===== src/rtl/maxnum_step_counter.sv =====
// Step counter: latches a maxNum limit on start and counts paced step strobes up to it.
// Latency: done/count==limit appear the cycle after the edge that takes the final step.
// Optional MAXNUM_CNT_RELOAD_EN: restart from 0 on reaching the limit, staying in RUN.
module maxnum_step_counter #(
  parameter int WIDTH    = 5,
  parameter int PRESCALE = 1
) (
  input  logic             clk,
  input  logic             rst_n,
  input  logic             start,
  input  logic             stop,
  input  logic             step_en,
  input  logic [WIDTH-1:0] max_num,
  output logic [WIDTH-1:0] count,
  output logic             busy,
  output logic             done,
  output logic             err
);

  typedef enum logic [1:0] {
    ST_IDLE = 2'd0,
    ST_RUN  = 2'd1,
    ST_DONE = 2'd2
  } state_t;

  // Prescaler width; PRESCALE=1 still keeps a 1-bit register that never leaves 0.
  localparam int PW = (PRESCALE > 1) ? $clog2(PRESCALE) : 1;
  localparam logic [PW-1:0] PS_LAST = PW'(PRESCALE - 1);

  state_t           state, state_nxt;
  logic [WIDTH-1:0] limit, limit_nxt;
  logic [PW-1:0]    pre, pre_nxt;
  logic [WIDTH-1:0] count_nxt;
  logic             busy_nxt, done_nxt, err_nxt;
  logic [WIDTH-1:0] count_inc;

  // count never exceeds limit, so count+1 cannot wrap
  assign count_inc = count + WIDTH'(1);

  // State and registered outputs; all outputs are flops so they are glitch-free
  always_ff @(posedge clk or negedge rst_n) begin
    if (!rst_n) begin
      state <= ST_IDLE;
      limit <= '0;
      pre   <= '0;
      count <= '0;
      busy  <= 1'b0;
      done  <= 1'b0;
      err   <= 1'b0;
    end else begin
      state <= state_nxt;
      limit <= limit_nxt;
      pre   <= pre_nxt;
      count <= count_nxt;
      busy  <= busy_nxt;
      done  <= done_nxt;
      err   <= err_nxt;
    end
  end

  // Next-state and next-output decode; done/err default low so they only pulse
  always_comb begin
    state_nxt = state;
    limit_nxt = limit;
    pre_nxt   = pre;
    count_nxt = count;
    done_nxt  = 1'b0;
    err_nxt   = 1'b0;

    case (state)
      ST_IDLE: begin
        // start together with stop is treated as no request at all
        if (start && !stop) begin
          if (max_num != '0) begin
            limit_nxt = max_num;
            count_nxt = '0;
            pre_nxt   = '0;
            state_nxt = ST_RUN;
          end else begin
            err_nxt = 1'b1;
          end
        end
      end

      ST_RUN: begin
        if (stop) begin
          state_nxt = ST_IDLE;
          count_nxt = '0;
          pre_nxt   = '0;
        end else if (step_en) begin
          if (pre == PS_LAST) begin
            pre_nxt = '0;
            if (count_inc == limit) begin
              done_nxt = 1'b1;
`ifdef MAXNUM_CNT_RELOAD_EN
              count_nxt = '0;
`else
              count_nxt = count_inc;
              state_nxt = ST_DONE;
`endif
            end else begin
              count_nxt = count_inc;
            end
          end else begin
            pre_nxt = pre + PW'(1);
          end
        end
      end

      // One-cycle completion state; inputs are ignored here
      ST_DONE: state_nxt = ST_IDLE;

      default: state_nxt = ST_IDLE;
    endcase

    busy_nxt = (state_nxt == ST_RUN);
  end

endmodule


===== config.mk =====
export PLATFORM = sky130hd
export DESIGN_NAME = maxnum_step_counter
export DESIGN_NICKNAME = d
export VERILOG_FILES = /design/src/rtl/maxnum_step_counter.sv
export SDC_FILE = /design/constraint.sdc
export NUM_CORES = 1
export LEC_CHECK = 0
export BUFFER_PORTS_ARGS = -buffer_cell sky130_fd_sc_hd__buf_2
export CAP_MARGIN = 25
export CORE_MARGIN = 3
export CORE_UTILIZATION = 30
export CTS_CLUSTER_DIAMETER = 80
export DETAILED_ROUTE_END_ITERATION = 12
export REMOVE_ABC_BUFFERS = 1
export SLEW_MARGIN = 20
export SYNTH_ARGS = -nofsm -noshare
export SYNTH_HDL_FRONTEND = slang
export SYNTH_SLANG_ARGS = --single-unit

===== constraint.sdc =====
create_clock -name clk -period 2.23 [get_ports clk]
set_clock_uncertainty 0.05 [all_clocks]
set_input_delay 0.446 -clock clk [delete_from_list [all_inputs] [get_ports clk]]
set_output_delay 0.446 -clock clk [all_outputs]
set_load 0.005 [all_outputs]

==> results of run 1 <==
cell usage after synthesis, types with 2 or more instances:
library cell  instances  share of area (%)
a22o_1                5                5.4
nand2_1               7                3.3
inv_1                 2               0.93
and3_1                2                1.6
xnor2_1               3                3.3
nor2_1                2               0.93
nor3b_1               2                1.9
buf_6                 2                2.8
a31oi_1               3                2.3
a41oi_1               2                2.2
xor2_1                2                2.2
dfrtp_1              15                 47
o21ai_0               2                1.2
through the flow:
step	hold WS, ns	setup slack (ns)	std cells	cell area (um2)
2_1_floorplan	0.100	0.456	69	783
3_3_place_gp	0.319	0.379	118	921
3_5_place_dp	0.321	0.341	118	921
4_1_cts	0.0183	0.422	122	947
5_1_grt	0.0236	0.309	122	947
6_report	0.0101	0.423	122	947
metal layers:
layer / wire (um) / global-route usage, % / up-vias
li1: - / - / 304
met3: 71 / 2.67 / 2
met4: 13 / 3.97 / 0
met2: 751 / 16.9 / 14
met5: 0 / 0 / -
met1: 780 / 15.4 / 303
power groups by stage:
stage | Sequential, mW | Combinational, mW | Clock (mW)
6_report | 0.346 | 0.198 | 0.152
5_1_grt | 0.353 | 0.223 | 0.169
4_1_cts | 0.347 | 0.200 | 0.157
3_5_place_dp | 0.353 | 0.199 | 0
3_3_place_gp | 0.351 | 0.198 | 0
2_1_floorplan | 0.344 | 0.143 | 0
state kept, by name, indices dropped and copies added, names as in the netlist:
name   count
busy       1
count      5
done       1
err        1
limit      5
state      2
area by class of cell:
type	instances	area (um2)	share of cell area (%)
repair buffers	19	100	10.6
multi-input cells	52	400	42.3
clock buffers	4	26.3	2.77
inverters	2	7.51	0.793
flip-flops and latches	15	375	39.6
well taps	30	37.5	3.96
worst paths after layout:
kind	cells after the start	slack (ns)	to
setup / recovery	4	0.42	done$_DFF_PN0_
hold / removal	1	0.01	count[4]$_DFFE_PN0P_
min in group clk	2	0.30	err$_DFF_PN0_
max in group asynchronous	1	1.87	count[1]$_DFFE_PN0P_
hold reg to reg	2	0.44	limit[1]$_DFFE_PN0P_
setup reg to reg	4	0.42	done$_DFF_PN0_
logic make-up after synthesis:
kind of cell / Yosys count / share of synthesized area [%]
and+or+nand+nor: 26 / 21.9
AOI/OAI and AO/OA: 18 / 17.7
DFF: 15 / 46.6
xor gates and xnor gates: 5 / 5.44
buffers and inverters: 4 / 3.73
muxes: 2 / 3.11
adders and majority gates: 1 / 1.55
==> impl_summary.md, run 1 <==
Setup path
The path type of the worst setup path is reg -> reg. STA classifies the critical path endpoint as a flop. The total buffers and inverters traversed by the critical path is 0. The critical path starts at count[0]$_DFFE_PN0P_.

The maximum single-stage delay on the critical path is 0.46 ns. The slowest stage cell on the critical path is dfrtp_1. The category of cells accounting for the largest share of critical-path delay is simple AND/OR/NAND/NOR gates. The critical path goes through ha_1, or3_1, a31oi_1, and3_1. The startpoint kind of the worst setup timing path is a flop. The required time at the endpoint of the critical path is 2.40 ns. The launch point of the worst reg-to-reg path is count[0]$_DFFE_PN0P_. Along the worst path, the maximum fanout reaches 6. The arrival time of data at the critical path endpoint is 1.97 ns.

Synthesis
Synthesis handed over a netlist of 71 instances. The number of distinct standard cells referenced by the synthesized netlist is 35. For this run, asynchronously set or reset flops after synthesis account for 100%.

For this run, the number of Yosys warnings is 0. The summed instance area of the synthesized netlist is 806 um2. Averaged over all synthesized cells, the footprint is 11.3 um2. The synthesized flop and latch total is 15.

Among all flip-flop cells after synthesis, the most frequent one is dfrtp_1. Sequential cells were found to cover 46.6% of the synthesized design area. The synthesized design contains 0 enable-type register cells.

Outcome
The flow ran to the end, and the final reports show no timing, DRC or antenna violations.

Cells and area
The number of nets in the layout is 104. For this run, the share of the core covered by cells in the final layout is 37.5%. The total inserted antenna cells is 0. The share of layout cells above drive strength 1 is 35.9%. The area overhead of the layout relative to synthesis is 17.5%.

The library cells used most frequently in the layout, excluding fill and tap cells, are 17 x buf_2, 15 x dfrtp_1, 7 x nand2_1, 5 x a22o_1. The most common cell after layout, fill and taps aside is buf_2. The number of fill cells in the layout is 266.

Clock network
The maximum count of clock buffers along a single path is 2. After clock tree synthesis, the clock-pin slew on the worst setup and hold paths is 0.09 ns. The number of hold buffers added after CTS was 0.

The number of buffers added for setup after CTS is 0. The TritonCTS sink count is 15. The cell sitting at the root of the clock tree is a clkbuf_4. The H-tree depth is 1. Buffers inserted during clock tree synthesis total 3. TritonCTS built the clock tree. The post-cts resize count is 0. The clock latency at the later pin of the worst-skew pair is 0.27 ns.

STA
For the pin with the worst max-slew slack, the measured transition is 0.379 ns. Setup violations remaining at the end of the flow were counted as 0. Setup repair after global routing left no endpoint under its margin. The headroom to the max-slew limit is 74.5%. The count of endpoints failing hold in the final timing report is 0. The final critical-path share of the clock period is 81.0%. The final period demand of the worst path is 1.81 ns. Derived from the worst setup path, the maximum achievable clock frequency is 0.554 GHz.

The post-route setup TNS is 0 ns. The number of max-slew violations in the final report is 0.

GRT
Entering global routing, the biggest net connects 16 pins. The number of global-route vias before repair was 607. The overall routing resource usage is 11.1%.

The total global routing overflow is 0. The initial antenna violation count was 0. The first-pass GRT wire length is 2840 um.

Pwr
Sequential cells burn 49.7% of the power. In this run the power density over the cells is 735 nW/um2. The internal power of the cells totals 0.479 mW. The proportion of power drawn by the clock network is 21.8%.

The combinational share of power is 28.4%. Summed over all nets, the switching power comes to 0.217 mW. The design draws 0.696 mW. The leakage power is 0.477 nW. The proportion of total power due to net switching is 31.1%.

Across the VDD grid, the largest voltage drop is 416 uV.

Route
The starting DRC count in detailed routing is 14. For this run, the detailed router's first-pass iteration total came to 4. The number of antenna-violating nets in the routed design is 0.

In the final routed layout, each cell accounts on average for 13.2 um. The remaining routing DRC violations is 0. The via-per-instance ratio is 5.11. The detailed router placed 623 vias in this run. After detailed routing, the total wire length is 1620 um.

Floorplan
The die covers 3340 um2. The die is 57.8 um wide. The starting density of the core is 31.9%. During I/O placement, the number of pins put on the boundary was 18. The placeable core area is 2520 um2. The die is 57.8 um tall. The floorplan has 18 rows.

Placed design
The final weighted congestion of routability-driven global placement is 0.750. In this run the tool buffered the top-level ports with 17 buffer cells. The detailed placer's ending HPWL is 1270 um.

Hold path
The tightest min-delay check is of the in -> async type.

Run
The max-cap violation count is 0.
No activity file was read; power rests on OpenSTA's default activity.
==> inputs of run 2 (changes only) <==
clock period = 1.6 ns   (was 2.23 ns; I/O delays follow)
==> impl_summary.md, run 2 (synthesis gave the netlist of run 1 again) <==
Clock network
The clock latency at the later pin of the worst-skew pair is 0.29 ns. After clock tree synthesis, the clock-pin slew on the worst setup and hold paths is 0.09 ns. Buffers inserted during clock tree synthesis total 3. The maximum count of clock buffers along a single path is 2. The clock root buffer master is clkbuf_4.

The H-tree depth is 1. TritonCTS built the clock tree. Counting every sink on the clock net gives 15.

GRT
The maximum number of pins on one net before global-route repair is 16. For met1 alone, demand over resource in global routing was 16.6%. The overall routing resource usage is 12.0%. The initial antenna violation count came to 0. The total global routing overflow is 0. The global routing met2 resource utilization is 18.1%.

The first-pass GRT wire length is 3060 um. Global routing used 2.23% of the available met3 tracks. met2 is the most crowded layer. The number of global-route vias before repair is 658.

Floorplan
The starting density of the core is 31.9%. In this run the count of I/O pins placed on the die edge is 18. The number of placement rows is 18. From bottom edge to top edge, the die measures 57.8 um. The placeable core area is 2520 um2. The die covers 3340 um2. The width of the die is 57.8 um.

Route
Detailed routing inserted a total of 668 vias. The overall routed net length is 1830 um. In the routed layout, each cell is associated on average with a via count of 4.88. The per-cell routed wire length is 13.4 um.

The number of optimization iterations in the first detailed-route pass is 4. The count of nets left with antenna violations once routing finished came out at 0. After detailed routing, the number of remaining DRC violations is 0.

The starting DRC count in detailed routing is 23.

STA
The count of endpoints failing hold in the final timing report is 0. The tightest hold margin is 0.175 ns. The number of max-slew violations in the final report is 0. The headroom to the max-slew limit is 77.1%. For the pin with the worst max-slew slack, the measured transition is 0.343 ns. Setup violations remaining at the end of the flow were counted as 0. Setup repair after global routing could not meet its margin everywhere.

The achievable frequency is 0.641 GHz. Counting I/O delays and the setup requirement, the final critical path takes 1.56 ns. The final critical-path share of the clock period is 97.5%.

Setup path
The startpoint kind of the worst setup timing path is a flop. The category of the worst setup path capture point is a flop. At the worst endpoint, the arrival time is 1.69 ns. The total buffers and inverters traversed by the critical path is 0. The path type of the worst setup path is reg -> reg. On the worst path, the slowest cell contributes a delay of 0.44 ns.

STA puts the critical path data required time at 1.73 ns. In this run the worst path has a maximum fanout of 5. The cell family contributing the most delay on the critical path is flip-flops. The slowest stage cell on the critical path is dfrtp_1.

Traced cell by cell, the critical path runs through nor4b_4, o21ai_2, a22o_1, mux2_4.

Outcome
The flow ran to the end, and the final reports show no timing, DRC or antenna violations.

Placed design
After detailed placement, the design holds a cell count of 130. After legalization and detailed placement, the total HPWL measured 1420 um. The final weighted congestion of routability-driven global placement is 0.749. The count of buffers added on input and output ports is 17.

Pwr
The cell area power density is 979 nW/um2. IR analysis of the VDD net gives a maximum drop of 720 uV. The leakage power is 0.552 nW.

Cells and area
Leaving out filler cells and counting taps, the final layout contains 137. The area overhead of the layout relative to synthesis is 32.5%. The top cell types in the final layout, fill and taps aside, are 17 x buf_2, 16 x buf_4, 14 x dfrtp_1, 7 x nand2_1, 5 x a22o_1. The most common cell after layout, fill and taps aside is buf_2. The largest registers in the layout are count (5), limit (5), state (2).

At the end of the flow, the number of nets in the layout was 119. The total inserted antenna cells is 0. Counting the fill cells in the layout gives 264.

Cells with a size suffix above 1 make up 46.7% of the layout. The final core area utilization is 42.3%.

Run
The max-cap violation count is 0.

Hold path
The tightest min-delay check is of the in -> reg type.
run 2: cell types whose count changed in the layout (fill, tap and decap cells not counted):
cell	change
buf_4	+14
dfrtp_2	+1
dfrtp_1	-1
clkbuf_1	-1
clkinv_2	+1
dlygate4sd3_1	+1
nor2_2	+1
nor2_1	-1
run 2: metal layers:
layer	share of wire, %	up-vias
li1	-	334
met1	46	316
met2	50	18
met3	4.3	0
met4	0	0
met5	0	-
run 2: final cells by class:
type	instances	area, um2	area share (%)
clock buffer	3	22.5	2.11
clock inverter	1	5.00	0.469
inverter	2	7.51	0.703
multi-input combinational	52	403	37.7
sequential	15	377	35.3
tap	30	37.5	3.52
timing repair buffer	34	215	20.2
run 2: worst register-to-register path, cell delays in order (launching register included):
cell and delay [ns]:
dfrtp_1 0.44, nor4b_4 0.31, o21ai_2 0.15, a22o_1 0.25, mux2_4 0.25
run 2: path summary, 6_finish.rpt:
kind | startpoint | end | slack, ns | cells after the start
max | state[1]$_DFF_PN0_ | count[0]$_DFFE_PN0P_ | 0.04 | 4
min | max_num[1] | err$_DFF_PN0_ | 0.18 | 2
max reg2reg | state[1]$_DFF_PN0_ | count[0]$_DFFE_PN0P_ | 0.04 | 4
min reg2reg | limit[1]$_DFFE_PN0P_ | limit[1]$_DFFE_PN0P_ | 0.45 | 2
max in group asynchronous | rst_n | count[3]$_DFFE_PN0P_ | 0.83 | 2
min in group asynchronous | rst_n | count[4]$_DFFE_PN0P_ | 0.40 | 2
run 2: repair_timing:
action / 4_1_cts / 5_1_grt
hold buffers: 1 / 0
endpoints found under the setup margin: 0 / 6
resized for setup: 0 / 2
hold endpoints to repair: 15 / 0
setup buffers: 0 / 2
run 2: power by group:
group | switching, mW | internal, mW
Sequential | 0.0369 | 0.431
Combinational | 0.164 | 0.192
Clock | 0.129 | 0.0931
run 2: stage by stage:
| stage | power, mW | instance area [um2] | setup TNS, ns | setup slack [ns] |
|---|---|---|---|---|
| after CTS | 1.04 | 1050 | 0 | 0.00653 |
| final | 1.04 | 1070 | 0 | 0.0394 |
| after global routing | 1.11 | 1070 | -0.0255 | -0.0255 |
| after global placement | 0.816 | 1010 | -0.157 | -0.0491 |
| after detailed placement | 0.821 | 1010 | -0.593 | -0.124 |
| after floorplan | 0.678 | 783 | -0.193 | -0.0693 |
==> inputs of run 3 (changes only) <==
clock period = 1.75 ns   (was 1.6 ns; I/O delays follow)
==> impl_summary.md, run 3 (synthesis gave the netlist of run 1 again) <==
Floorplan
The floorplan step defined a core boundary enclosing 2520 um2. The floorplan step defined a die boundary enclosing 3340 um2. The initial utilization of the core area, before any placement, comes to 31.9%. The floorplan step set the die height to 57.8 um. The width of the die is 57.8 um. The I/O pin total is 18. The number of placement rows is 18.

Pwr
For this design the ratio of total power to cell area is 905 nW/um2. In this run switching power makes up 31.3% of total power. The total power draw is 0.922 mW. The design internal power is 0.633 mW.

The sequential cell fraction of total power is 46.6%. Summed over all nets, the switching power comes to 0.289 mW. The proportion of power drawn by the clock network is 21.2%. In this run the static leakage power is 0.524 nW.

Combinational logic burns 32.2% of the power. The peak supply drop is 615 uV.

STA
The number of max-slew violations in the final report was 0. Subtracting the final worst setup slack from the clock period gives 1.67 ns. Setup violations remaining at the end of the flow were counted as 0. In the finished design, the share of the clock period the worst path needs comes to 95.4%. The achievable frequency is 0.599 GHz. The count of endpoints failing hold in the final timing report came to 0. The headroom to the max-slew limit is 74.3%. At the pin with the least slew margin, the transition time is 0.382 ns. Setup repair after global routing left no endpoint under its margin.

The post-route setup TNS is 0 ns.

Setup path
The worst setup path is captured at a flop. At the worst endpoint, the arrival time is 1.76 ns. The largest fanout on the critical path is 4. The path type of the worst setup path is reg -> reg.

The slowest stage cell on the critical path is dfrtp_1. The category of cells accounting for the largest share of critical-path delay is compound AO/OA/AOI/OAI gates. The total buffers and inverters traversed by the critical path is 0.

For flop-to-flop paths, the worst setup slack is 0.08 ns. The startpoint kind of the worst setup timing path is a flop. The most used cell along the critical path is a31oi_1. STA puts the critical path data required time at 1.84 ns. For this run, the slowest stage of the critical path takes 0.40 ns. The signal on the critical path passes through ha_1, or3_1, a31oi_1, a31oi_1.

Clock network
In this run the number of H-tree levels came out at 1. No sink is reached through more buffers than the 2 on the longest clock path. The number of CTS-inserted buffers is 3.

The CTS tree is yes. The TritonCTS sink count is 15. The clock root buffer master is clkbuf_4. The clock reaches the later pin of the worst-skew pair after 0.28 ns. The clock edge transition at the registers on the reported setup and hold paths is 0.09 ns.

Cells and area
The largest registers in the layout are count (5), limit (5), state (2). The share of layout cells above drive strength 1 is 41.6%. The number of antenna diodes in the final layout is 0. Once layout is done, the placed cells without fillers occupy 1020 um2. Leaving out fill and tap cells, the most frequent cells in the layout are 17 x buf_2, 15 x dfrtp_1, 10 x buf_4, 7 x nand2_1, 5 x a22o_1. The number of fill cells in the layout is 267. The library cell used most frequently in the layout, excluding fill and tap cells, is buf_2.

After the last flow step, the layout net total stands at 113. The area overhead of the layout relative to synthesis is 26.4%.

GRT
The total global routing overflow is 0. The maximum number of pins on one net before global-route repair is 16. The first-pass GRT wire length is 3010 um.

The initial antenna violation count was 0. Across every metal layer, demand over resource in global routing totals 11.7%. The number of global-route vias before repair is 690.

Route
The detailed router finished its first iteration with 22 violations. The routed layout has 660 vias. The per-cell routed wire length is 12.9 um.

The detail route stage leaves a number of antenna-violating nets equal to 0. The remaining routing DRC violations is 0. The via-per-instance ratio is 5.04. The pre-antenna-repair detailed-routing pass consisted of 4 iterations. The overall routed net length is 1690 um.

Placed design
Routability-driven placement finished with a final weighted congestion of 0.787. The number of buffers inserted by port buffering is 17. Detailed placement ended at an HPWL of 1360 um.

The placed instances occupy a cell area of 981 um2.

Hold path
The type of the worst min-delay path is in -> reg.

Run
The max-cap violation count is 0.

Outcome
The flow ran to the end, and the final reports show no timing, DRC or antenna violations.
[run 3: power groups by stage]
stage | Combinational (mW) | Clock (mW) | Sequential, mW
final | 0.297 | 0.195 | 0.430
after global routing | 0.332 | 0.222 | 0.436
after CTS | 0.300 | 0.204 | 0.431
after detailed placement | 0.296 | 0 | 0.437
after global placement | 0.292 | 0 | 0.434
after floorplan | 0.182 | 0 | 0.439
[run 3: area by class of cell]
| class | count | area (um2) | share of cell area (%) |
|---|---|---|---|
| well taps | 30 | 37.5 | 3.69 |
| inverters | 2 | 7.51 | 0.737 |
| flip-flops and latches | 15 | 375 | 36.9 |
| clock inverters | 1 | 5.00 | 0.491 |
| clock buffers | 3 | 22.5 | 2.21 |
| multi-input cells | 52 | 400 | 39.3 |
| repair buffers | 28 | 170 | 16.7 |
[run 3: final timing paths]
path	start	to	depth (start not counted)
max in group asynchronous	rst_n	count[1]$_DFFE_PN0P_	2
setup / recovery	count[0]$_DFFE_PN0P_	state[0]$_DFF_PN0_	4
setup reg to reg	count[0]$_DFFE_PN0P_	state[0]$_DFF_PN0_	4
hold / removal	max_num[1]	err$_DFF_PN0_	2
min in group asynchronous	rst_n	count[4]$_DFFE_PN0P_	2
hold reg to reg	limit[0]$_DFFE_PN0P_	limit[0]$_DFFE_PN0P_	2
[run 3: through the flow]
step	util (%)	instances	setup slack [ns]	hold WS, ns
global route	40.4	131	0.00771	0.208
CTS	40.4	131	0.0837	0.204
finish	40.4	131	0.0803	0.212
detailed placement	38.9	126	0.0156	0.220
global placement	38.9	126	0.0748	0.218
floorplan	-	69	0.0721	0.00441
[run 3: per-layer routing]
metal	global-route usage (%)	wire length [um]
met5	0	0
met4	3.97	13
met3	2.00	64
met2	20.0	852
met1	14.8	763
[run 3: what timing repair did]
item / 4_1_cts / 5_1_grt
hold buffers: 1 / 0
endpoints found under the hold margin: 15 / 0
resized for setup: 0 / 0
endpoints found under the setup margin: 0 / 0
setup buffers: 0 / 0
